**src/rtl/clk_switch_ctrl_if.sv**
```systemverilog
// Request/ack bundle between clock-switch requesters and the switch controller.
// The master side raises requests; the slave side arbitrates and drives sel.
interface clk_switch_ctrl_if;
    logic       req_a;
    logic       req_b;
    logic       tgt_a;
    logic       tgt_b;
    logic       ack_a;
    logic       ack_b;
    logic       sel;
    logic       busy;
    logic [7:0] sw_cnt;

    modport master (
        output req_a, req_b, tgt_a, tgt_b,
        input  ack_a, ack_b, sel, busy, sw_cnt
    );

    modport slave (
        input  req_a, req_b, tgt_a, tgt_b,
        output ack_a, ack_b, sel, busy, sw_cnt
    );
endinterface

```
**src/rtl/clk_switch_ctrl.sv**
```systemverilog
// Round-robin clock-source switch controller: drives a registered select,
// holds it through a settle window, acks the winner, then dwells.
module clk_switch_ctrl #(
    parameter int   SETTLE_CYC = 4,
    parameter int   DWELL_CYC  = 8,
    parameter logic SEL_RST    = 1'b0
) (
    input logic               clk,
    input logic               rst_n,
    clk_switch_ctrl_if.slave  bus
);

    localparam int MAXC = (SETTLE_CYC > DWELL_CYC) ? SETTLE_CYC : DWELL_CYC;
    localparam int CW   = $clog2(MAXC + 1);

    typedef enum logic [1:0] {
        IDLE   = 2'd0,
        SETTLE = 2'd1,
        DWELL  = 2'd2
    } state_t;

    state_t        state_q, state_d;
    logic [CW-1:0] cnt_q, cnt_d;
    logic          sel_q, sel_d;
    logic          ack_a_q, ack_a_d;
    logic          ack_b_q, ack_b_d;
    logic          busy_q, busy_d;
    logic [7:0]    sw_cnt_q, sw_cnt_d;
    logic          ptr_q, ptr_d;
    logic          who_q, who_d;

    logic va;
    logic vb;
    logic win;
    logic wtgt;

    // A requester whose ack is out this cycle is still holding a served request.
    assign va   = bus.req_a & ~ack_a_q;
    assign vb   = bus.req_b & ~ack_b_q;
    assign win  = (va & vb) ? ptr_q : vb;
    assign wtgt = win ? bus.tgt_b : bus.tgt_a;

    always_ff @(posedge clk or negedge rst_n) begin
        if (!rst_n) begin
            state_q  <= IDLE;
            cnt_q    <= '0;
            sel_q    <= SEL_RST;
            ack_a_q  <= 1'b0;
            ack_b_q  <= 1'b0;
            busy_q   <= 1'b0;
            sw_cnt_q <= '0;
            ptr_q    <= 1'b0;
            who_q    <= 1'b0;
        end else begin
            state_q  <= state_d;
            cnt_q    <= cnt_d;
            sel_q    <= sel_d;
            ack_a_q  <= ack_a_d;
            ack_b_q  <= ack_b_d;
            busy_q   <= busy_d;
            sw_cnt_q <= sw_cnt_d;
            ptr_q    <= ptr_d;
            who_q    <= who_d;
        end
    end

    always_comb begin
        state_d  = state_q;
        cnt_d    = cnt_q;
        sel_d    = sel_q;
        ack_a_d  = 1'b0;
        ack_b_d  = 1'b0;
        sw_cnt_d = sw_cnt_q;
        ptr_d    = ptr_q;
        who_d    = who_q;

        unique case (state_q)
            IDLE: begin
                if (va | vb) begin
                    who_d = win;
                    ptr_d = ~win;
                    if (wtgt == sel_q) begin
                        ack_a_d = ~win;
                        ack_b_d = win;
                    end else begin
                        sel_d   = wtgt;
                        state_d = SETTLE;
                        cnt_d   = '0;
                    end
                end
            end
            SETTLE: begin
                if (cnt_q == CW'(SETTLE_CYC - 1)) begin
                    state_d  = DWELL;
                    cnt_d    = '0;
                    ack_a_d  = ~who_q;
                    ack_b_d  = who_q;
                    sw_cnt_d = sw_cnt_q + 8'd1;
                end else begin
                    cnt_d = cnt_q + 1'b1;
                end
            end
            DWELL: begin
                if (cnt_q == CW'(DWELL_CYC - 1)) begin
                    state_d = IDLE;
                    cnt_d   = '0;
                end else begin
                    cnt_d = cnt_q + 1'b1;
                end
            end
            default: begin
                state_d = IDLE;
                cnt_d   = '0;
            end
        endcase

        busy_d = (state_d != IDLE);
    end

    assign bus.ack_a  = ack_a_q;
    assign bus.ack_b  = ack_b_q;
    assign bus.sel    = sel_q;
    assign bus.busy   = busy_q;
    assign bus.sw_cnt = sw_cnt_q;

endmodule
```
**src/flat_wrapper.sv**
```systemverilog
// flat-port wrapper written by rule: the top's interface ports become plain ports
module clk_switch_ctrl_flat 
#(
    parameter int   SETTLE_CYC = 4,
    parameter int   DWELL_CYC  = 8,
    parameter logic SEL_RST    = 1'b0
)
  (clk, rst_n, bus_req_a, bus_req_b, bus_tgt_a, bus_tgt_b, bus_ack_a, bus_ack_b, bus_sel, bus_busy, bus_sw_cnt);
  clk_switch_ctrl_if bus_i ();
  input logic clk;
  input logic rst_n;
  input wire logic [$bits(bus_i.req_a)-1:0] bus_req_a;
  input wire logic [$bits(bus_i.req_b)-1:0] bus_req_b;
  input wire logic [$bits(bus_i.tgt_a)-1:0] bus_tgt_a;
  input wire logic [$bits(bus_i.tgt_b)-1:0] bus_tgt_b;
  output wire logic [$bits(bus_i.ack_a)-1:0] bus_ack_a;
  output wire logic [$bits(bus_i.ack_b)-1:0] bus_ack_b;
  output wire logic [$bits(bus_i.sel)-1:0] bus_sel;
  output wire logic [$bits(bus_i.busy)-1:0] bus_busy;
  output wire logic [$bits(bus_i.sw_cnt)-1:0] bus_sw_cnt;
  assign bus_i.req_a = bus_req_a;
  assign bus_i.req_b = bus_req_b;
  assign bus_i.tgt_a = bus_tgt_a;
  assign bus_i.tgt_b = bus_tgt_b;
  assign bus_ack_a = bus_i.ack_a;
  assign bus_ack_b = bus_i.ack_b;
  assign bus_sel = bus_i.sel;
  assign bus_busy = bus_i.busy;
  assign bus_sw_cnt = bus_i.sw_cnt;
  clk_switch_ctrl #(.SETTLE_CYC(SETTLE_CYC), .DWELL_CYC(DWELL_CYC), .SEL_RST(SEL_RST)) u_core (.clk(clk), .rst_n(rst_n), .bus(bus_i));
endmodule
```
**config.mk**
```make
export PLATFORM = sky130hd
export DESIGN_NAME = clk_switch_ctrl_flat
export DESIGN_NICKNAME = d
export VERILOG_FILES = /design/src/rtl/clk_switch_ctrl_if.sv /design/src/rtl/clk_switch_ctrl.sv /design/src/flat_wrapper.sv
export SDC_FILE = /design/constraint.sdc
export NUM_CORES = 1
export LEC_CHECK = 0
export CORE_UTILIZATION = 29
export DETAILED_ROUTE_END_ITERATION = 8
export GPL_ROUTABILITY_DRIVEN = 0
export GPL_TIMING_DRIVEN = 1
export SYNTH_ARGS = -nofsm -noshare
export SYNTH_HDL_FRONTEND = slang
export SYNTH_SLANG_ARGS = --single-unit
```
**constraint.sdc**
```tcl
create_clock -name clk -period 3.5 [get_ports clk]
set_input_delay 0.7 -clock clk [delete_from_list [all_inputs] [get_ports clk]]
set_output_delay 0.7 -clock clk [all_outputs]
set_load 0.01 [all_outputs]
```
== Word-level counts from Yosys, hierarchy flattened ==
Index checks and enable logic that the tools add are counted.

* Register bits: 20
* Word-level logic and storage cells: 53

* Add/sub/neg operators: 2
* Eq/ne operators: 7
* Muxes and demuxes: 20
* Bitwise logic cells: 9
* Reduce and logical (&&, ||, !) cells: 6

{| class="wikitable"
|+ Operators with widths
! operator !! count
|-
| 4-bit two-way mux || 4
|-
| 4-bit one-hot mux with 3 select lines || 1
|-
| 8-bit by 1-bit adder with 8-bit output (second input constant) || 1
|-
| 1-bit two-way mux || 8
|-
| 2-bit two-way mux || 4
|-
| 2-bit one-hot mux with 3 select lines || 1
|-
| 2-bit AND reduction || 3
|-
| 1-bit inverter || 5
|-
| 4-bit by 1-bit adder with 4-bit output (second input constant) || 1
|-
| 4-bit by 2-bit equality test with 1-bit output (second input constant) || 1
|-
| 4-bit by 3-bit equality test with 1-bit output (second input constant) || 1
|-
| 1-bit one-hot mux with 2 select lines || 2
|-
| 1-bit bitwise AND || 3
|-
| 3-bit AND reduction || 1
|-
| 2-bit by 1-bit equality test with 1-bit output (second input constant) || 1
|-
| 2-bit equality test (second input constant) || 1
|-
| 2-bit logical NOT || 1
|-
| 2-bit by 1-bit inequality test with 1-bit output (second input constant) || 1
|-
| 2-bit inequality test (second input constant) || 1
|-
| 2-bit nonzero test || 1
|-
| 1-bit equality test || 1
|-
| 1-bit OR || 1
|}

== Logic depth before layout (Yosys ltp) ==
* Word-level depth: 10
* Gate-level depth with buffers: 7
* Mapped depth without buffers: 7

== Worst setup path before layout ==
No wires, ideal clock.

* Path type: reg-to-reg
* Start: register u_core.cnt_q[0]
* End: register u_core.busy_q, in the netlist u_core.bus.busy
* Setup time: 0.130 ns
* Arrival: 1.549 ns
* Data required time: 3.370 ns
* Setup slack: 1.820 ns
* Cell stages (with the launch flop): 8
* Clock period less this slack: 1.680 ns
* Cells stage by stage: dfrtp_1 -> ha_1 -> nor2b_2 -> and3_1 -> buf_6 -> a2111o_1 -> o31ai_1 -> a21oi_1

* Longest elaborated chain between the ends: 4

{| class="wikitable"
|+ RTL lines
! what !! line !! text
|-
| from (decl) || clk_switch_ctrl.sv:23 || <nowiki>logic [CW-1:0] cnt_q, cnt_d;</nowiki>
|-
| from (signal assigned) || clk_switch_ctrl.sv:56 || <nowiki>cnt_q <= cnt_d;</nowiki>
|-
| 4-bit by 3-bit equality test with 1-bit output / 4-bit by 2-bit equality test with 1-bit output (equally long branches) || clk_switch_ctrl.sv:104, clk_switch_ctrl.sv:93 ||
|-
| 2-bit two-way mux, on equally long branches || clk_switch_ctrl.sv:104, clk_switch_ctrl.sv:93 ||
|-
| 2-bit one-hot mux with 3 select lines * || clk_switch_ctrl.sv:77 || <nowiki>unique case (state_q)</nowiki>
|-
| 2-bit nonzero test * || clk_switch_ctrl.sv:117 || <nowiki>busy_d = (state_d != IDLE);</nowiki>
|-
| named net u_core.busy_d || clk_switch_ctrl.sv:27 || <nowiki>logic busy_q, busy_d;</nowiki>
|-
| to (signal assigned) || clk_switch_ctrl.sv:60 || <nowiki>busy_q <= busy_d;</nowiki>
|-
| to (decl) || clk_switch_ctrl.sv:27 ||
|}

Mark *: on every way through the listed nets, which the timed path passes. The rest lies on a longest branch.
A chain may end at the register's enable or synchronous reset.

== Final worst setup path ==
* Start: register u_core.sw_cnt_q[2], in the netlist u_core.bus.sw_cnt[2]
* End: output port bus_sw_cnt[2]

{| class="wikitable"
|+ RTL lines
! what !! line !! text
|-
| from (decl) || clk_switch_ctrl.sv:28 || <nowiki>logic [7:0] sw_cnt_q, sw_cnt_d;</nowiki>
|-
| from (signal assigned) || clk_switch_ctrl.sv:61 || <nowiki>sw_cnt_q <= sw_cnt_d;</nowiki>
|-
| to (decl) || flat_wrapper.sv:20 || <nowiki>output wire logic [$bits(bus_i.sw_cnt)-1:0] bus_sw_cnt;</nowiki>
|}

No word-level cell between the ends.

==> reports/metrics.cfg <==
[status]
status = finished clean

[clock_network]
h-tree-depth = 1
cts_hold_buf = 0
cts_setup_buffers = 0
clk_pin_slew_ps = 70
clk_path_buf_depth = 2
cts-root-buf = clkbuf_8
numCtsBuffers = 3
cts.sinks = 20
insertion_delay_ps = 260
cts_tree = done
cts_resized = 0

[logic_synthesis]
synth_cells = 109
synthDistinctLibCells = 36
yosysSeqAreaShare_pct = 44.8
synth_top_family_by_area = simple AND/OR/NAND/NOR gates
synth-seq-cells = 20
synth_compound_area_share_pct = 16.4
yosysWarnings = 0
synth_area_leader_cell = dfrtp_1
synth.top_cells.by_area = dfrtp_1 (45%), ha_1 (6.7%), xor2_1 (4.7%), nand2_1 (4.4%), o21ai_0 (4.0%)
synth_top_area_share_pct = 44.8
synthAdderAreaFrac_pct = 6.73
synth_nets = 121
yosys.area_share.simple_pct = 17.6
netlist_area_sq_um = 1120
synth.avg_cell_area_sq_um = 10.2
synthXorXnorAreaFrac_pct = 7.85
synthMuxAreaShare_pct = 2.91

[worst_setup_path]
cp_top_family = buffers and inverters
cp.required_ps = 2800
startpoint_type = flop
max_stage_delay_ps = 580
worstPathArrival_ps = 1300
cp.buffers_inverters = 1
worstSetupPathType = reg2out
crit_path_end_kind = output port
cp_max_fo = 5
cp_slowest_cell = clkdlybuf4s50_1
cp_cell_sequence = clkdlybuf4s50_1

[power_and_ir_drop]
power_mw = 0.891
p_leak_nw = 0.643
power-per-cell-area_nw_per_um2 = 633
ir_drop_uv = 282

[grt]
grt_remaining_overflow = 0
grt_max_degree = 21
antenna_found_initial = 0
grt_usage_pct = 11.7
grt_pass1_wl_um = 3730
grt_pass1_vias = 863

[placement]
dpl.hpwl_um = 1630
postPlaceCellArea_sq_um = 1340
placement.io_buffers = 17

[floorplanning]
initial_core_util_pct = 30.3
die_area_sq_um = 4100
die_h_um = 64.0
ioPinCount = 18
die_x_um = 64.0
rows = 22
core_sq_um = 3690

[route]
drt_iter0_markers = 13
vias = 854
routedWlPerCell_um = 12.1
routed_via_density = 4.82
wl_um = 2140
firstDrtPassIters = 4
ant_nets = 0
drc = 0

[cells_and_area]
area_delta_synth_final_pct = 26.0
final_cell_mix = dfrtp_1 (20), clkdlybuf4s50_1 (17), nand2_1 (13), o21ai_0 (9), inv_1 (8)
nets = 142
mostFrequentLayoutCell = dfrtp_1
drive_gt1_share_pct = 8.53
fin_area_sq_um = 1410
antenna_cells = 0
fillCellCount = 377
final_util_pct = 38.1

[timing]
min_period_over_period_pct = 57.2
hold_ws_ps = 478
finalHoldViolCount = 0
rsz0062_at_grt = no
tightest_slew_ps = 895
finalMaxSlewViolations = 0
fin_skew_ps = 1.71
finalSetupTns_ps = 0
setup_violations = 0
fmax_mhz = 499
fin_crit_ps = 2000
relSlewSlack_pct = 40.2

[worst_hold_path]
min_path_type = reg2reg

[run]
cap_viol_max_count = 0

==> cells by family after synthesis <==
kind of cell	after synthesis
AND/OR/NAND/NOR	35
AO/OA/AOI/OAI	26
flip-flops	20
XOR/XNOR	10
buffers and inverters	9
adder cells (fa/ha/maj)	6
multiplexers	3
==> flip-flops by register name, indices dropped and copies added, names as in the netlist <==
| name | count |
|---|---|
| u_core.who_q | 1 |
| u_core.bus.busy | 1 |
| u_core.bus.sw_cnt | 8 |
| u_core.bus.sel | 1 |
| u_core.bus.ack_b | 1 |
| u_core.cnt_q | 4 |
| u_core.state_q | 2 |
| u_core.ptr_q | 1 |
| u_core.bus.ack_a | 1 |
==> path summary, 6_finish.rpt <==
check | start | endpoint | slack, ps | depth (start not counted)
worst max register to register | u_core.state_q[1]$_DFF_PN0_ | u_core.bus.sw_cnt[7]$_DFFE_PN0P_ | 1530 | 6
max in group asynchronous | rst_n | u_core.bus.busy$_DFF_PN0_ | 2010 | 1
worst min register to register | u_core.bus.sw_cnt[7]$_DFFE_PN0P_ | u_core.bus.sw_cnt[7]$_DFFE_PN0P_ | 480 | 1
worst max-delay path | u_core.bus.sw_cnt[2]$_DFFE_PN0P_ | bus_sw_cnt[2] | 1500 | 1
min in group asynchronous | rst_n | u_core.bus.ack_b$_DFF_PN0_ | 950 | 1
worst min-delay path | u_core.bus.sw_cnt[7]$_DFFE_PN0P_ | u_core.bus.sw_cnt[7]$_DFFE_PN0P_ | 480 | 1
==> layout make-up <==
class / count / area (sq um) / share of cell area [%]
Inverter: 8 / 30.0 / 2.14
Timing Repair Buffer: 17 / 170 / 12.1
Tap cell: 48 / 60.1 / 4.27
Clock inverter: 1 / 30.0 / 2.14
Sequential cell: 20 / 500 / 35.6
Multi-Input combinational cell: 80 / 574 / 40.8
Clock buffer: 3 / 41.3 / 2.94
==> cell usage after synthesis <==
master and n:
nor2_1 5, o211a_1 1, nand2b_1 2, mux2_2 2
nor3_2 1, a22o_1 1, nor3_1 1, buf_6 1
ha_1 6, o32ai_1 1, a2111o_1 1, mux2i_1 1
o21ai_0 9, nor2b_2 1, o211ai_2 1, a221oi_1 1
o211ai_1 1, nand2_1 13, nor2b_1 3, and3_1 1
a21boi_0 1, nor4_1 1, xnor2_1 4, a21oi_1 4
xor2_1 6, o41ai_1 1, dfrtp_1 20, nand4_1 2
nand3_1 3, nor3b_2 1, o21a_1 1, a211oi_1 1
o2111a_1 1, inv_1 8, o31ai_1 1, nand4_4 1
==> metal layers <==
layer  vias up  global-route usage, %  share of wire, %
li1        428                      -                 -
met1       414                   15.4                50
met2        12                   19.0                47
met3         0                   1.96               3.3
met4         0                   4.26                 0
met5         -                      0                 0
==> through the flow <==
step           cells  worst slack, ps
3_3_place_gp     173             1260
4_1_cts          177             1480
3_5_place_dp     173             1210
2_1_floorplan    109             1820
5_1_grt          177             1380
6_report         177             1500
==> power breakdown <==
part | leakage [nW] | switching [mW] | internal [mW] | total (mW)
combinational | 0.340 | 0.177 | 0.149 | 0.326
sequential | 0.267 | 0.0514 | 0.284 | 0.335
clock | 0.0357 | 0.0772 | 0.153 | 0.230
total | 0.643 | 0.306 | 0.585 | 0.891
Power figures use the tool's default switching activity.
